File: src/rtl/serial_paralelo_align.sv
// Serial-to-parallel deserializer that hunts for a comma, locks word boundaries and delivers aligned words.
// Build option SP_COMMA_STRIP_EN: boundary words equal to COMMA are not delivered while locked.
module serial_paralelo_align #(
    parameter int               WIDTH      = 8,
    parameter logic [WIDTH-1:0] COMMA      = 8'hBC,
    parameter int               LOCK_COUNT = 4,
    parameter int               LOSS_COUNT = 4
) (
    input  logic             clk_32f,
    input  logic             reset,
    input  logic             data_in,
    output logic [WIDTH-1:0] data_out,
    output logic             valid_out,
    output logic             comma_out,
    output logic             active
);
    localparam int FW = $clog2(WIDTH + 1);
    localparam int PW = $clog2(WIDTH);
    localparam int CW = $clog2(LOCK_COUNT + 1);
    localparam int MW = $clog2(LOSS_COUNT + 1);

    typedef enum logic [1:0] {SEARCH, ALIGN, LOCKED} state_t;

    state_t           state_q;
    logic [WIDTH-1:0] sr_q, sr_d;
    logic [FW-1:0]    fill_q, fill_d;
    logic [PW-1:0]    phase_q, phase_d;
    logic [CW-1:0]    comma_cnt_q;
    logic [MW-1:0]    miss_cnt_q;
    logic             hit;
    logic             boundary;

    // The fill qualifier keeps the all-zero reset contents from ever matching.
    always_comb begin
        sr_d     = {sr_q[WIDTH-2:0], data_in};
        fill_d   = (fill_q == FW'(WIDTH)) ? fill_q : fill_q + FW'(1);
        phase_d  = (phase_q == PW'(WIDTH - 1)) ? '0 : phase_q + PW'(1);
        hit      = (sr_q == COMMA) && (fill_q == FW'(WIDTH));
        boundary = (phase_q == '0);
    end

    always_ff @(posedge clk_32f or posedge reset) begin
        if (reset) begin
            state_q     <= SEARCH;
            sr_q        <= '0;
            fill_q      <= '0;
            phase_q     <= '0;
            comma_cnt_q <= '0;
            miss_cnt_q  <= '0;
            data_out    <= '0;
            valid_out   <= 1'b0;
            comma_out   <= 1'b0;
            active      <= 1'b0;
        end else begin
            sr_q      <= sr_d;
            fill_q    <= fill_d;
            phase_q   <= phase_d;
            valid_out <= 1'b0;
            comma_out <= 1'b0;
            case (state_q)
                SEARCH: begin
                    // A hit defines phase 0; the next aligned word lands WIDTH cycles later.
                    if (hit) begin
                        phase_q     <= PW'(1);
                        comma_cnt_q <= CW'(1);
                        miss_cnt_q  <= '0;
                        if (LOCK_COUNT == 1) begin
                            state_q <= LOCKED;
                            active  <= 1'b1;
                        end else begin
                            state_q <= ALIGN;
                        end
                    end
                end
                ALIGN: begin
                    if (boundary) begin
                        if (hit) begin
                            if (int'(comma_cnt_q) + 1 >= LOCK_COUNT) begin
                                comma_cnt_q <= CW'(LOCK_COUNT);
                                state_q     <= LOCKED;
                                active      <= 1'b1;
                            end else begin
                                comma_cnt_q <= comma_cnt_q + CW'(1);
                            end
                        end else begin
                            comma_cnt_q <= '0;
                            state_q     <= SEARCH;
                        end
                    end
                end
                LOCKED: begin
                    if (boundary) begin
                        if (hit) begin
                            miss_cnt_q <= '0;
                        end
`ifdef SP_COMMA_STRIP_EN
                        if (!hit) begin
                            data_out  <= sr_q;
                            valid_out <= 1'b1;
                        end
`else
                        data_out  <= sr_q;
                        valid_out <= 1'b1;
                        comma_out <= hit;
`endif
                    end else if (hit) begin
                        // A comma off the boundary means the lane may have slipped.
                        if (int'(miss_cnt_q) + 1 >= LOSS_COUNT) begin
                            miss_cnt_q  <= '0;
                            comma_cnt_q <= '0;
                            state_q     <= SEARCH;
                            active      <= 1'b0;
                        end else begin
                            miss_cnt_q <= miss_cnt_q + MW'(1);
                        end
                    end
                end
                default: state_q <= SEARCH;
            endcase
        end
    end
endmodule

File: config.mk
export PLATFORM = sky130hd
export DESIGN_NAME = serial_paralelo_align
export DESIGN_NICKNAME = d
export VERILOG_FILES = /design/src/rtl/serial_paralelo_align.sv
export SDC_FILE = /design/constraint.sdc
export NUM_CORES = 1
export LEC_CHECK = 0
export CAP_MARGIN = 20
export CELL_PAD_IN_SITES_DETAIL_PLACEMENT = 0
export CELL_PAD_IN_SITES_GLOBAL_PLACEMENT = 1
export CORE_MARGIN = 3
export CORE_UTILIZATION = 48
export CTS_BUF_LIST = sky130_fd_sc_hd__clkbuf_8 sky130_fd_sc_hd__clkbuf_16
export CTS_CLUSTER_SIZE = 24
export DETAILED_ROUTE_END_ITERATION = 7
export GPL_TIMING_DRIVEN = 0
export PLACE_DENSITY = 0.78
export SLEW_MARGIN = 20
export SYNTH_ARGS = -nofsm -noshare
export SYNTH_HDL_FRONTEND = slang
export SYNTH_SLANG_ARGS = --single-unit
File: constraint.sdc
create_clock -name clk_32f -period 3.7 [get_ports clk_32f]
set_clock_uncertainty 0.1 [all_clocks]
set_input_delay 0.555 -clock clk_32f [delete_from_list [all_inputs] [get_ports clk_32f]]
set_output_delay 0.555 -clock clk_32f [all_outputs]
set_load 0.03 [all_outputs]
==> results of run 1 <==
power by group through the flow:
stage                     clock network, mW  logic (mW)  registers, mW
after floorplan                           0       0.148          0.424
after global placement                    0       0.174          0.428
after detailed placement                  0       0.181          0.429
after CTS                             0.415       0.183          0.423
after global routing                  0.434       0.204          0.426
final                                 0.408       0.179          0.422
final timing paths:
kind,endpoint,startpoint
max in group asynchronous,fill_q[1]$_DFFE_PP0P_,reset
min in group asynchronous,data_out[6]$_DFFE_PP0P_,reset
worst max-delay path,comma_cnt_q[0]$_DFFE_PP0P_,miss_cnt_q[0]$_DFFE_PP0P_
worst min register to register,sr_q[1]$_DFF_PP0_,sr_q[0]$_DFF_PP0_
worst max register to register,comma_cnt_q[0]$_DFFE_PP0P_,miss_cnt_q[0]$_DFFE_PP0P_
worst min-delay path,sr_q[1]$_DFF_PP0_,sr_q[0]$_DFF_PP0_
cell families after synthesis:
| group | share of synthesized area [%] |
|---|---|
| flops | 56.53 |
| simple gates | 9.809 |
| compound gates | 11.31 |
| buf+inv | 3.574 |
| mux | 8.479 |
| fa+ha+maj | 9.144 |
| xor+xnor | 1.164 |
stage by stage:
step	setup slack (ns)	total power, mW	instances
after floorplan	1.686	0.5714	121
after global placement	1.553	0.6013	176
after detailed placement	1.568	0.6094	176
after CTS	1.544	1.021	184
after global routing	1.436	1.065	184
final	1.532	1.009	184
registers in the layout (all words and copies together) (netlist names):
| register | count |
|---|---|
| active | 1 |
| comma_cnt_q | 3 |
| comma_out | 1 |
| data_out | 8 |
| fill_q | 4 |
| miss_cnt_q | 3 |
| phase_q | 3 |
| sr_q | 8 |
| state_q | 2 |
| valid_out | 1 |
cell type report:
class | instances | area (um2) | area share [%]
clock buffer | 5 | 68.82 | 3.770
clock inverter | 3 | 68.82 | 3.770
multi-input combinational | 73 | 600.6 | 32.90
timing repair buffer | 13 | 130.1 | 7.128
buffer | 2 | 8.758 | 0.4798
sequential | 34 | 850.8 | 46.61
inverter | 12 | 45.04 | 2.467
tap | 42 | 52.55 | 2.879
worst max-delay path: stages (launching register included):
cell	delay, ns
dfrtp_1	0.41
ha_1	0.21
a21boi_1	0.14
a211o_1	0.35
a211oi_4	0.38
o21ai_2	0.14
mux2_4	0.31
cells in the final DEF, fill, tap and decap left out, drive strengths merged, types with 2 or more instances in the layout:
cell type | synthesis | layout
dfrtp | 34 | 34
clkdlybuf4s50 | 0 | 13
inv | 12 | 12
ha | 11 | 11
mux2 | 11 | 11
nor2 | 6 | 6
clkbuf | 1 | 6
o21ai | 6 | 6
nand3 | 4 | 4
nand2 | 4 | 4
and2 | 3 | 3
nor3 | 3 | 3
a21oi | 3 | 3
xnor2 | 2 | 2
bufinv | 0 | 2
a21boi | 2 | 2
a31oi | 2 | 2
metal layers:
layer	share of wire [%]	wire length [um]	up-vias	global-route usage [%]
li1	-	-	460	-
met1	48	1167	481	19.12
met2	48	1178	13	25.30
met3	3.2	77	2	6.818
met4	0.49	12	0	4.545
met5	0	0	-	0
==> impl_metrics.json, run 1 <==
{
  "finalInstanceArea_mm2": 0.001826,
  "grt_max_degree": 35,
  "switching_share_pct": 25.66,
  "area_growth_pct": 21.28,
  "cts_sinks": 34,
  "die_y_um": 62,
  "wl_per_cell_um": 13.24,
  "syn-num-nets": 135,
  "netlist_area_mm2": 0.001505,
  "synth_top_area_share_pct": 56.53,
  "dieArea_mm2": 0.003844,
  "first_pass_iters": 4,
  "clkPwrFrac_pct": 40.5,
  "worstPathMaxFanout": 6,
  "dpl_cell_area_mm2": 0.001688,
  "core_area_mm2": 0.002877,
  "cts_setup_buffers": 0,
  "p_int_mw": 0.7502,
  "synthCells": 121,
  "drt_iter0_markers": 14,
  "place_congestion": 0.7716,
  "numCtsBuffers": 5,
  "finalSetupViolCount": 0,
  "wl_um": 2436,
  "grt_setup_unrepaired": "no",
  "finalSetupTns_ns": 0,
  "maxSlewViolCount": 0,
  "cts_root_buffer": "clkbuf_8",
  "p_switching_mw": 0.2589,
  "period_needed_ns": 2.168,
  "synth_edf_count": 0,
  "max_cap_violations": 0,
  "clkLatencyLatePin_ns": 0.28,
  "hp-class": "register to register",
  "fin_nets": 155,
  "via_per_inst": 5.196,
  "ys_top_cells_by_count": "34 x dfrtp_1, 12 x inv_1, 11 x ha_1",
  "crit_type": "register to register",
  "hold_depth": 0,
  "yosysMostFrequentCell": "dfrtp_1",
  "cts_tree": "built",
  "io_buffers": 13,
  "htreeDepth": 2,
  "antenna_found_initial": 0,
  "grt_pass1_vias": 979,
  "p_seq_share_pct": 41.8,
  "fillers": 233,
  "diodes": 0,
  "async_flop_share_pct": 100.0,
  "start_util_pct": 52.33,
  "status": "finished, final reports clean",
  "synth_seq_cells": 34,
  "ff2ff_path_depth": 6,
  "p_comb_share_pct": 17.7,
  "r2r_slack_ns": 1.53,
  "clk_pin_slew_ns": 0.07,
  "yosysWarnings": 0,
  "drive_gt1_share_pct": 17.61,
  "cts_max_path_buffers": 2,
  "cts_resized": 0,
  "critPathLaunchType": "register",
  "final_hold_viol_count": 0,
  "syn_area_per_cell_um2": 12.44,
  "grt_usage_pct": 15.68,
  "overflow": 0,
  "powerDensity_mw_per_mm2": 552.7,
  "rows": 19,
  "cp.required_ns": 3.77,
  "critPathArrivalTime_ns": 2.24,
  "worst_ir_drop_vdd_v": 0.0003615,
  "min_period_over_period_pct": 58.61,
  "cts_hold_buffers": 0,
  "route.detailed.drc": 0,
  "ant_nets": 0,
  "hpwl_um": 1723,
  "fmax_ghz": 0.4612,
  "relSlewSlack_pct": 54.85,
  "worstMarginPinSlew_ns": 0.6762,
  "ys_top_cells_by_area": "dfrtp_1 57%, ha_1 9.1%, mux2_2 7.5%",
  "grt_pass1_wl_um": 4278,
  "final_util_pct": 63.46,
  "synth_cell_type_count": 37,
  "ys_seq_area_share_pct": 56.53,
  "ys.flop_type": "dfrtp_1",
  "synth_top_cell_by_area": "dfrtp_1",
  "whs_ns": 0.2974,
  "via_count": 956,
  "pin_count": 14,
  "p_leak_nw": 0.8583,
  "die_w_um": 62,
  "end_kind": "register"
}
Note: power is estimated with default switching activity, not from simulation.
==> run 2: changes to the inputs <==
Settings changed: CORE_UTILIZATION 48 to 45, PLACE_DENSITY 0.78 to 0.74.
Clock period 3.7 ns to 2 ns, I/O delays scaled along.
==> run 2 against run 1 <==
  * Utilization down 2.6 points
  * Die area up 6.0%
  * Clock-buffer cell count up 1
  * Design area up 4.3%
  * Flip-flop and latch count unchanged
==> impl_metrics.json, run 2 (synthesis gave the netlist of run 1 again) <==
{
  "maxSlewViolCount": 0,
  "crit_path_top_delay_cell": "dfrtp_1",
  "p_int_mw": 1.247,
  "max_cap_violations": 0,
  "met3_usage_pct": 5.448,
  "reg_top3": "data_out (8), sr_q (8), fill_q (4)",
  "total_power_mw": 1.759,
  "clkLatencyLatePin_ns": 0.28,
  "drive_gt1_share_pct": 28.86,
  "period_needed_ns": 1.986,
  "hold_end": "sr_q[2]$_DFF_PP0_",
  "fmax_ghz": 0.5035,
  "reg2reg_to": "comma_cnt_q[0]$_DFFE_PP0P_",
  "dieArea_mm2": 0.004075,
  "cp.required_ns": 2.07,
  "cts_tree": "built",
  "p_leak_nw": 0.8759,
  "first_pass_iters": 4,
  "powerDensity_mw_per_mm2": 923.9,
  "area_growth_pct": 26.52,
  "ff2ff_path_depth": 6,
  "cts_sinks": 34,
  "route.detailed.drc": 0,
  "start_util_pct": 48.12,
  "r2r_start": "miss_cnt_q[0]$_DFFE_PP0P_",
  "diodes": 0,
  "hpwl_um": 1747,
  "placedCellCount": 178,
  "wl_um": 2596,
  "dpl_cell_area_mm2": 0.001690,
  "cp_cell_sequence": "ha_2 -> a21boi_1 -> a211o_1 -> a211oi_4 -> o21ai_2 -> mux2_4",
  "finalSetupViolCount": 0,
  "fin_nets": 162,
  "final_util_pct": 60.88,
  "status": "finished, final reports clean",
  "grt_pass1_vias": 984,
  "cts_max_path_buffers": 2,
  "critPathLaunchType": "register",
  "hold_depth": 0,
  "ant_nets": 0,
  "hp-class": "register to register",
  "overflow": 0,
  "p_switching_mw": 0.5122,
  "p_comb_share_pct": 25.6,
  "worstMarginPinSlew_ns": 0.6870,
  "fillers": 276,
  "via_count": 972,
  "rows": 20,
  "switching_share_pct": 29.11,
  "finalSetupTns_ns": 0,
  "end_kind": "register",
  "die_w_um": 63.84,
  "io_buffers": 13,
  "max_stage_delay_ns": 0.41,
  "critPathArrivalTime_ns": 2.06,
  "finalInstanceArea_mm2": 0.001904,
  "relSlewSlack_pct": 54.14,
  "cts_root_buffer": "clkbuf_8",
  "clkPwrFrac_pct": 29.2,
  "hp-start": "sr_q[1]$_DFF_PP0_",
  "worst_ir_drop_vdd_v": 0.0005103,
  "antenna_found_initial": 0,
  "grt_max_degree": 35,
  "min_period_over_period_pct": 99.30,
  "p_seq_share_pct": 45.1,
  "numCtsBuffers": 5,
  "grt_util_met2_pct": 22.06,
  "pin_count": 14,
  "via_per_inst": 5.036,
  "core_area_mm2": 0.003128,
  "layout_commonest_cell": "dfrtp_1",
  "r2r_slack_ns": 0.01,
  "final-instance-count-excl-fill": 193,
  "wl_per_cell_um": 13.45,
  "grt_setup_unrepaired": "yes",
  "crit_type": "register to register",
  "worstPathMaxFanout": 3,
  "final_hold_viol_count": 0,
  "grt.busiest_layer": "met2",
  "grt_pass1_wl_um": 4554,
  "mostFrequentLayoutCells": "34 x dfrtp_1, 13 x clkdlybuf4s50_1, 10 x mux2_2, 9 x buf_4, 9 x inv_1",
  "grt_usage_pct": 14.54,
  "htreeDepth": 2,
  "die_y_um": 63.84,
  "drt_iter0_markers": 30,
  "place_congestion": 0.7365,
  "clk_pin_slew_ns": 0.07,
  "use_met1_pct": 19.15
}
[run 2: worst max-delay path by stage]
stage	start	to	slack [ns]	cells after the start
finish	miss_cnt_q[0]$_DFFE_PP0P_	comma_cnt_q[0]$_DFFE_PP0P_	0.01	6
global placement	state_q[0]$_DFFE_PP0P_	comma_cnt_q[0]$_DFFE_PP0P_	-0.09	8
global route	miss_cnt_q[0]$_DFFE_PP0P_	comma_cnt_q[0]$_DFFE_PP0P_	-0.08	6
floorplan	miss_cnt_q[0]$_DFFE_PP0P_	comma_cnt_q[0]$_DFFE_PP0P_	0.02	6
detailed placement	state_q[0]$_DFFE_PP0P_	comma_cnt_q[0]$_DFFE_PP0P_	-0.13	8
CTS	phase_q[0]$_DFF_PP0_	comma_cnt_q[0]$_DFFE_PP0P_	0.007	7
[run 2: layer usage]
metal | wire length, um | vias up
met2 | 1254 | 13
met1 | 1224 | 482
met3 | 95 | 2
met5 | 0 | -
met4 | 22 | 0
li1 | - | 475
[run 2: worst max-delay path: cells and delay by family, from the launching register on]
| family | cells | cell delay, ns |
|---|---|---|
| AOI/OAI and AO/OA | 4 | 0.89 |
| DFF | 1 | 0.41 |
| adders and majority gates | 1 | 0.18 |
| muxes | 1 | 0.31 |
[run 2: area by class of cell]
type                    count  area (um2)  area share [%]
flip-flops and latches     34       850.8           44.68
multi-input cells          73       660.6           34.69
repair buffers             21       190.2           9.987
clock buffers               6       82.58           4.336
well taps                  44       55.05           2.891
inverters                  12       45.04           2.365
clock inverters             2       12.51          0.6570
plain buffers               1       7.507          0.3942
[run 2: power groups by stage]
stage          logic (mW)  clock network, mW  registers (mW)
5_1_grt             0.510              0.574           0.802
3_5_place_dp        0.333                  0           0.795
6_report            0.451              0.514           0.794
4_1_cts             0.382              0.532           0.783
3_3_place_gp        0.323                  0           0.791
2_1_floorplan       0.273                  0           0.784
[run 2: what timing repair did]
action                     in CTS  in global routing
setup endpoints to repair       3                  7
hold buffers                    0                  0
buffers inserted                3                  5
gates cloned                    0                  0
pin swaps                       2                  3
resized for setup               0                 16
[run 2: stage by stage]
step	setup WS (ns)	hold WS, ns
final	0.01403	0.2975
after global placement	-0.08918	0.2827
after floorplan	0.01864	0.2314
after CTS	0.006618	0.3008
after detailed placement	-0.1329	0.2923
after global routing	-0.07998	0.3098
==> run 3: changes to the inputs <==
Settings changed: PLACE_DENSITY 0.74 to default, PLACE_DENSITY_LB_ADDON from default to 0.1.
==> run 3 against run 2 <==
  * The run now ends with negative setup slack left
  * Non-clock buffer count did not move
  * Routed wire length increased by 2.3%
  * Combinational power shrank 11%
  * Die area stayed put
  * Via count increased by 1.3%
  * Sequential share of layout area rose by 0.27 points
  * Cell count unchanged
==> impl_metrics.json, run 3 (synthesis gave the netlist of run 1 again) <==
{
  "period_needed_ns": 2.052,
  "maxSlewViolCount": 0,
  "fmax_ghz": 0.4874,
  "mostFrequentLayoutCells": "34 x dfrtp_1, 13 x clkdlybuf4s50_1, 11 x inv_1, 10 x mux2_2, 8 x buf_4",
  "hp-start": "sr_q[5]$_DFF_PP0_",
  "fin_nets": 162,
  "place_congestion": 0.7343,
  "min_period_over_period_pct": 102.6,
  "route.detailed.drc": 0,
  "worst_ir_drop_vdd_v": 0.0004331,
  "fillers": 275,
  "final_hold_viol_count": 0,
  "grt_setup_unrepaired": "yes",
  "r2r_slack_ns": -0.05,
  "end_kind": "register",
  "cts_sinks": 34,
  "final_util_pct": 60.52,
  "first_pass_iters": 4,
  "die_w_um": 63.84,
  "layout_setup_ws_ns": -0.05163,
  "p_int_mw": 1.211,
  "overflow": 0,
  "ant_nets": 0,
  "powerDensity_mw_per_mm2": 898.4,
  "rows": 20,
  "drt_iter0_markers": 13,
  "die_y_um": 63.84,
  "htreeDepth": 2,
  "placedCellCount": 178,
  "layout_commonest_cell": "dfrtp_1",
  "r2r_start": "miss_cnt_q[0]$_DFFE_PP0P_",
  "status": "complete, but fails checks",
  "hp-class": "register to register",
  "pin_count": 14,
  "start_util_pct": 48.12,
  "grt_usage_pct": 15.16,
  "p_comb_share_pct": 23.6,
  "whs_ns": 0.2962,
  "hold_end": "sr_q[6]$_DFF_PP0_",
  "p_leak_nw": 0.8790,
  "drive_gt1_share_pct": 28.19,
  "critPathArrivalTime_ns": 2.13,
  "dieArea_mm2": 0.004075,
  "switching_share_pct": 28.81,
  "grt_pass1_wl_um": 4643,
  "wl_per_cell_um": 13.76,
  "relSlewSlack_pct": 54.08,
  "hpwl_um": 1821,
  "grt_max_degree": 35,
  "via_count": 985,
  "hold_depth": 0,
  "cts_max_path_buffers": 2,
  "wl_um": 2656,
  "antenna_found_initial": 0,
  "critPathLaunchType": "register",
  "clkLatencyLatePin_ns": 0.29,
  "crit_type": "register to register",
  "reg2reg_to": "comma_cnt_q[0]$_DFFE_PP0P_",
  "via_per_inst": 5.104,
  "p_switching_mw": 0.4901,
  "dpl_cell_area_mm2": 0.001690,
  "cts_tree": "built",
  "core_area_mm2": 0.003128,
  "finalInstanceArea_mm2": 0.001893,
  "violations": "negative setup slack",
  "finalSetupTns_ns": -0.06988,
  "cts_hold_buffers": 0,
  "pre_cts_ws_ns": -0.1575,
  "area_growth_pct": 25.77,
  "multi_input_area_um2": 655.6,
  "diodes": 0,
  "p_seq_share_pct": 46.4,
  "total_power_mw": 1.701,
  "ff2ff_path_depth": 6,
  "max_cap_violations": 0,
  "cts_root_buffer": "clkbuf_8",
  "clkPwrFrac_pct": 30.1,
  "finalSetupViolCount": 2,
  "worstMarginPinSlew_ns": 0.6878,
  "worstPathMaxFanout": 4,
  "regArea_um2": 850.8,
  "numCtsBuffers": 5,
  "io_buffers": 13,
  "reg_top3": "data_out (8), sr_q (8), fill_q (4)",
  "final-instance-count-excl-fill": 193,
  "clk_pin_slew_ns": 0.07,
  "cp.required_ns": 2.08,
  "grt_pass1_vias": 1049
}
## run 3: cell types whose count changed in the layout (fill, tap and decap cells not counted), sizes merged
cell,before,now
inv,12,13
clkinvlp,1,0
## run 3: worst max path at each step
| stage | cells past startpoint | start | slack (ns) | to |
|---|---|---|---|---|
| after floorplan | 6 | miss_cnt_q[0]$_DFFE_PP0P_ | 0.02 | comma_cnt_q[0]$_DFFE_PP0P_ |
| after global placement | 8 | state_q[0]$_DFFE_PP0P_ | -0.09 | comma_cnt_q[0]$_DFFE_PP0P_ |
| after detailed placement | 8 | state_q[0]$_DFFE_PP0P_ | -0.16 | comma_cnt_q[0]$_DFFE_PP0P_ |
| after CTS | 7 | phase_q[0]$_DFF_PP0_ | -0.02 | comma_cnt_q[0]$_DFFE_PP0P_ |
| after global routing | 6 | miss_cnt_q[0]$_DFFE_PP0P_ | -0.11 | comma_cnt_q[0]$_DFFE_PP0P_ |
| final | 6 | miss_cnt_q[0]$_DFFE_PP0P_ | -0.05 | comma_cnt_q[0]$_DFFE_PP0P_ |
## run 3: power by group through the flow
stage | logic (mW) | registers (mW) | clock network (mW)
6_report | 0.401 | 0.789 | 0.511
5_1_grt | 0.460 | 0.797 | 0.566
4_1_cts | 0.367 | 0.783 | 0.532
3_5_place_dp | 0.336 | 0.796 | 0
3_3_place_gp | 0.325 | 0.791 | 0
2_1_floorplan | 0.273 | 0.784 | 0
## run 3: worst max-delay path: stages (launching register included)
cell	delay [ns]
dfrtp_1	0.41
ha_2	0.20
a21boi_1	0.14
a211o_1	0.35
a211oi_4	0.33
o21ai_2	0.13
mux2_4	0.30
## run 3: per-layer routing
layer / up-vias / GRT usage (%) / part of all wire (%) / routed length (um)
li1: 475 / - / - / -
met1: 496 / 16.28 / 42 / 1121
met2: 9 / 25.94 / 52 / 1384
met3: 5 / 3.691 / 3.4 / 91
met4: 0 / 10.51 / 2.2 / 58
met5: - / 0 / 0 / 0
## run 3: what timing repair did
item	4_1_cts	5_1_grt
pin swaps	2	2
setup endpoints to repair	13	6
buffers inserted	2	6
gates resized for setup	1	12
## run 3: area by class of cell
class / instances / share of cell area (%)
flip-flops and latches: 34 / 44.94
multi-input cells: 73 / 34.63
repair buffers: 21 / 10.05
clock buffers: 6 / 4.362
well taps: 44 / 2.908
inverters: 12 / 2.379
clock inverters: 2 / 0.4627
plain buffers: 1 / 0.2644
==> edit 1, RTL diff (flow settings as in run 3) <==
Re-encode `state_t` (3 states) as one-hot, 3 bits wide.
--- a/src/rtl/serial_paralelo_align.sv
+++ b/src/rtl/serial_paralelo_align.sv
@@ -20,5 +20,5 @@
     localparam int MW = $clog2(LOSS_COUNT + 1);
 
-    typedef enum logic [1:0] {SEARCH, ALIGN, LOCKED} state_t;
+    typedef enum logic [2:0] {SEARCH = 3'b001, ALIGN = 3'b010, LOCKED = 3'b100} state_t;
 
     state_t           state_q;
Formal check against the unedited RTL: no difference found for any inputs over 10 cycles, from zero or initial values and one cycle with reset high; not proved beyond that.
==> edit 1 against run 3 <==
The flow still finishes with violations (negative setup slack); cell area increased by 4.8%; synthesized cell count rose by 16%; routed wire length rose by 8.4%; setup slack lost 11 ps; synthesized area grew 5.1%; sequential cell count up 1; critical path type unchanged.
Power is not compared: it rests on default switching activity, and its combinational part moved more than twofold at a synthesized area within 25%.
==> edit 1: results (changes against run 3) <==
stage	metric	value	unit	change
outcome	outcome	complete, but fails checks		
outcome	violations	negative setup slack		
min_path	hold_path.class	flop to flop		
cells_and_area	n_antenna_cell	0		unchanged
synthesis	seq_area_frac_synth	0.555		-0.0107
placement	dpl_worst_slack	-108	ps	+49.2 ps
placement	place_inst	197		+11%
worst_setup_path	critical_path.max_fanout	8		+4
grt	track_usage	0.162		+0.0102
grt	grt_pass1_vias	1155		+10%
synthesis	syn_area_per_cell	11.3	um^2	-9.2%
synthesis	yosysUniqueCellTypes	37		unchanged
clocking	clk_pin_slew_worst_paths	70	ps	about the same
cells_and_area	layout-drive-gt1-share	0.244		-0.0380
timing	totalNegativeSetupSlack	-174	ps	-104 ps
synthesis	synth-xor-area-share	0.0111		-0.000562
timing	setup_ws	-62.5	ps	-10.9 ps
synthesis	ys_top_cells_by_area	dfrtp_1 (54%), mux2_2 (5.7%), ha_1 (5.5%), o21ai_0 (3.5%), nand2_1 (3.1%)		
grt	grt_max_degree	36		+2.9%
placement	dp_hpwl	2000	um	+9.6%
cells_and_area	stdcell_count	208		+7.8%
worst_setup_path	r2r_end	phase_q[1]		
min_path	hold_end	sr_q[3]		
placement	portBuffers	13		unchanged
detailed_routing	drt-initial-drc-count	30		+17
power	irDropWorstVdd	452	uV	
power	p_leak	0.907	nW	
detailed_routing	post_drt_wl_per_cell	13.8	um	+0.61%
synthesis	synthesis.nets	150		+11%
grt	grt_pass1_wl	5220	um	+12%
synthesis	synth_compound_area_frac	0.0965		-0.0165
worst_setup_path	reg2reg_depth	5		-1
timing	relSlewSlack	0.529		-0.0121
synthesis	synthTopCellsByCount	dfrtp_1 (34), nand2_1 (13), o21ai_0 (11), inv_1 (10), mux2_2 (8)		
synthesis	synthAdderAreaFrac	0.0554		-0.0361
worst_setup_path	r2r_start	sr_q[1]		
detailed_routing	drc	0		unchanged
detailed_routing	dr_total_vias	1053		+6.9%
placement	gp_congestion	0.784		+6.7%
clocking	cts_buffer_depth	2		unchanged
synthesis	synth_mux_area_frac	0.0570		-0.0278
min_path	hold_path.startpoint	sr_q[2]		
detailed_routing	drt_pass1_iterations	3		-1
timing	slew_violations	0		unchanged
timing	setup_viol	4		+2
grt	antenna_found_initial	0		unchanged
cells_and_area	reg_top3	data_out x8, sr_q x8, fill_q x4		
cells_and_area	fin_nets	173		+6.8%
power	power	1.54	mW	
==> edit 1: cell types whose count changed after synthesis, moves of 2 or more <==
cell,change
nand2b_1,+5
nand3b_1,+2
inv_1,-2
o211ai_1,+2
a32oi_1,+2
ha_1,-4
mux2_2,-2
nor2b_1,+2
o21ai_0,+8
nand2_1,+9
==> edit 1: layer usage <==
metal	wire length, um	GRT usage	share of wire	vias up
met5	0	0	0	-
met4	51	0.0777	0.018	0
met2	1360	0.249	0.47	12
met3	70	0.0410	0.024	4
li1	-	-	-	530
met1	1400	0.212	0.49	507
==> edit 1: cell type report <==
cell class	instances	area, um^2
fill	287	1220
sequential	35	877
multi-input combinational	92	722
timing repair buffer	19	175
clock buffer	6	82.6
tap	44	55.1
inverter	10	37.5
clock inverter	2	35.0
==> edit 1: how the worst max path moves through the flow <==
stage / slack, ps / startpoint / to
final: -60 / sr_q[1] / phase_q[1]
after global routing: -150 / fill_q[0] / phase_q[1]
after CTS: -80 / fill_q[0] / miss_cnt_q[0]
after detailed placement: -110 / fill_q[0] / phase_q[1]
after global placement: -100 / fill_q[0] / active
after floorplan: 100 / sr_q[1] / active
==> edit 1: per-stage QoR <==
stage	util	area (um^2)	hold slack, ps
after floorplan	-	1580	231
after global routing	0.620	1980	314
final	0.620	1980	298
after global placement	0.552	1770	287
after CTS	0.602	1930	304
after detailed placement	0.552	1770	288
==> edit 1: critical path, stage by stage, from the launching register on <==
cell     delay, ps
dfrtp_1        380
or4b_4         570
or3_4          460
buf_4          170
nor3_4         180
nor3b_1         80
==> edit 1: timing repair <==
action,in CTS,in global routing
endpoints found under the setup margin,18,21
gates resized for setup,6,12
cloned,0,0
setup buffers,3,3
pin swaps,3,7
==> edit 2, RTL diff (flow settings as in run 3) <==
Without the edit above. Build with the macro `SP_COMMA_STRIP_EN` defined.
--- a/src/rtl/serial_paralelo_align.sv
+++ b/src/rtl/serial_paralelo_align.sv
@@ -1,4 +1,6 @@
 // Serial-to-parallel deserializer that hunts for a comma, locks word boundaries and delivers aligned words.
 // Build option SP_COMMA_STRIP_EN: boundary words equal to COMMA are not delivered while locked.
+`define SP_COMMA_STRIP_EN
+
 module serial_paralelo_align #(
     parameter int               WIDTH      = 8,
Behaviour: same outputs for any inputs over 10 cycles, from zero or initial values and one cycle with reset high; that may be too few to reach the edited logic, so the function may still have changed.
==> edit 2 against run 3 <==
The run still ends with negative setup slack left; setup slack better by 7.7 ps; routed wire length is 2.6% lower; synthesized area is 1.1% higher; sequential cell count decreased by 1; synthesized cell count fell by 2.5%; total power is 7.9% higher; cell area up 1.8%; worst hold slack gained 13 ps.
==> edit 2: results (changes against run 3) <==
stage	metric	value	unit	change
synthesis	synthTopCellsByCount	dfrtp_1 (33), ha_1 (11), mux2_2 (9), inv_1 (8), nand2_1 (7)		
timing	setup_ws	-43.9	ps	+7.71 ps
timing	timing.hold.ws	309	ps	+13.2 ps
placement	gp_congestion	0.777		+5.9%
power	p_leak	0.901	nW	+2.6%
timing	setup_viol	3		+1
synthesis	synthesis.nets	132		-2.2%
placement	place_area	0.00171	mm^2	+1.1%
clocking	clock_sinks	33		-2.9%
placement	dp_hpwl	1690	um	-7.3%
grt	grt_pass1_wl	4580	um	-1.3%
cells_and_area	fin_nets	161		-0.62%
clocking	worst_skew_pair.late_latency	270	ps	-20 ps
synthesis	ys_top_cells_by_area	dfrtp_1 (54%), ha_1 (9.0%), mux2_2 (6.7%), a21oi_1 (2.0%), inv_1 (2.0%)		
detailed_routing	dr_total_vias	965		-2.0%
power	irDropWorstVdd	602	uV	+39%
detailed_routing	post_drt_wl_per_cell	13.5	um	-2.1%
cells_and_area	stdcell_count	192		-0.52%
worst_setup_path	cp.arrival	2100	ps	-30 ps
detailed_routing	drt-initial-drc-count	16		+3
synthesis	yosysUniqueCellTypes	38		+2.7%
timing	relSlewSlack	0.560		+0.0191
grt	grt_max_degree	34		-2.9%
placement	dpl_worst_slack	-260	ps	-102 ps
outcome	violations	negative setup slack		
cells_and_area	layout-drive-gt1-share	0.318		+0.0357
synthesis	seq_area_frac_synth	0.543		-0.0225
placement	place_inst	174		-2.2%
placement	portBuffers	12		-1
worst_setup_path	critical_path.max_fanout	8		+4
outcome	outcome	complete, but fails checks		
-- edit 2: changes by cell type after synthesis, moves of 2 or more --
cell     delta
inv_1       -4
nor2_1      -4
o21ai_1     -2
nand2_1     +3
a21oi_1     +3
nand3_1     -3
-- edit 2: logic make-up after synthesis --
kind of cell	synth area share
xor+xnor	0.0173
fa+ha+maj	0.0905
other cells	0.00246
flops	0.543
compound gates	0.0995
mux	0.0740
buf+inv	0.0271
simple gates	0.146
-- edit 2: metal layers --
| layer | wire, um | share of wire | track usage |
|---|---|---|---|
| met4 | 38 | 0.015 | 0.0554 |
| met2 | 1240 | 0.48 | 0.243 |
| met5 | 0 | 0 | 0 |
| met1 | 1240 | 0.48 | 0.181 |
| met3 | 75 | 0.029 | 0.0387 |
-- edit 2: path summary, 6_finish.rpt --
check                                  to        from  depth (start not counted)
setup / recovery           comma_cnt_q[0]  state_q[1]                          6
hold / removal                    sr_q[1]     sr_q[0]                          0
setup reg to reg           comma_cnt_q[0]  state_q[1]                          6
hold reg to reg                   sr_q[1]     sr_q[0]                          0
max in group asynchronous          active       reset                          2
min in group asynchronous       fill_q[0]       reset                          2
-- edit 2: what timing repair did --
action / in CTS / in global routing
endpoints found under the hold margin: 0 / 0
pin swaps: 3 / 4
gates resized for setup: 4 / 6
buffers inserted: 8 / 3
endpoints found under the setup margin: 12 / 6
-- edit 2: worst register-to-register path: cells and delay by family, from the launching register on --
family / cells / cell delay [ps]
flip-flops: 1 / 390
buffers and inverters: 1 / 150
AND/OR/NAND/NOR: 1 / 340
AO/OA/AOI/OAI: 2 / 460
multiplexers: 1 / 310
adder cells (fa/ha/maj): 1 / 180
-- edit 2: layout make-up --
cell class	count	area, um^2
sequential	33	826
timing repair buffer	23	210
buffer	1	7.51
multi-input combinational	75	697
inverter	8	30.0
clock inverter	1	5.00
clock buffer	7	96.3
tap	44	55.1
fill	261	1200
-- edit 2: power by group --
part	total, mW	switching (mW)	internal, mW
Combinational	0.509	0.248	0.261
Clock	0.544	0.233	0.311
Sequential	0.783	0.0487	0.734
Total	1.84	0.530	1.31
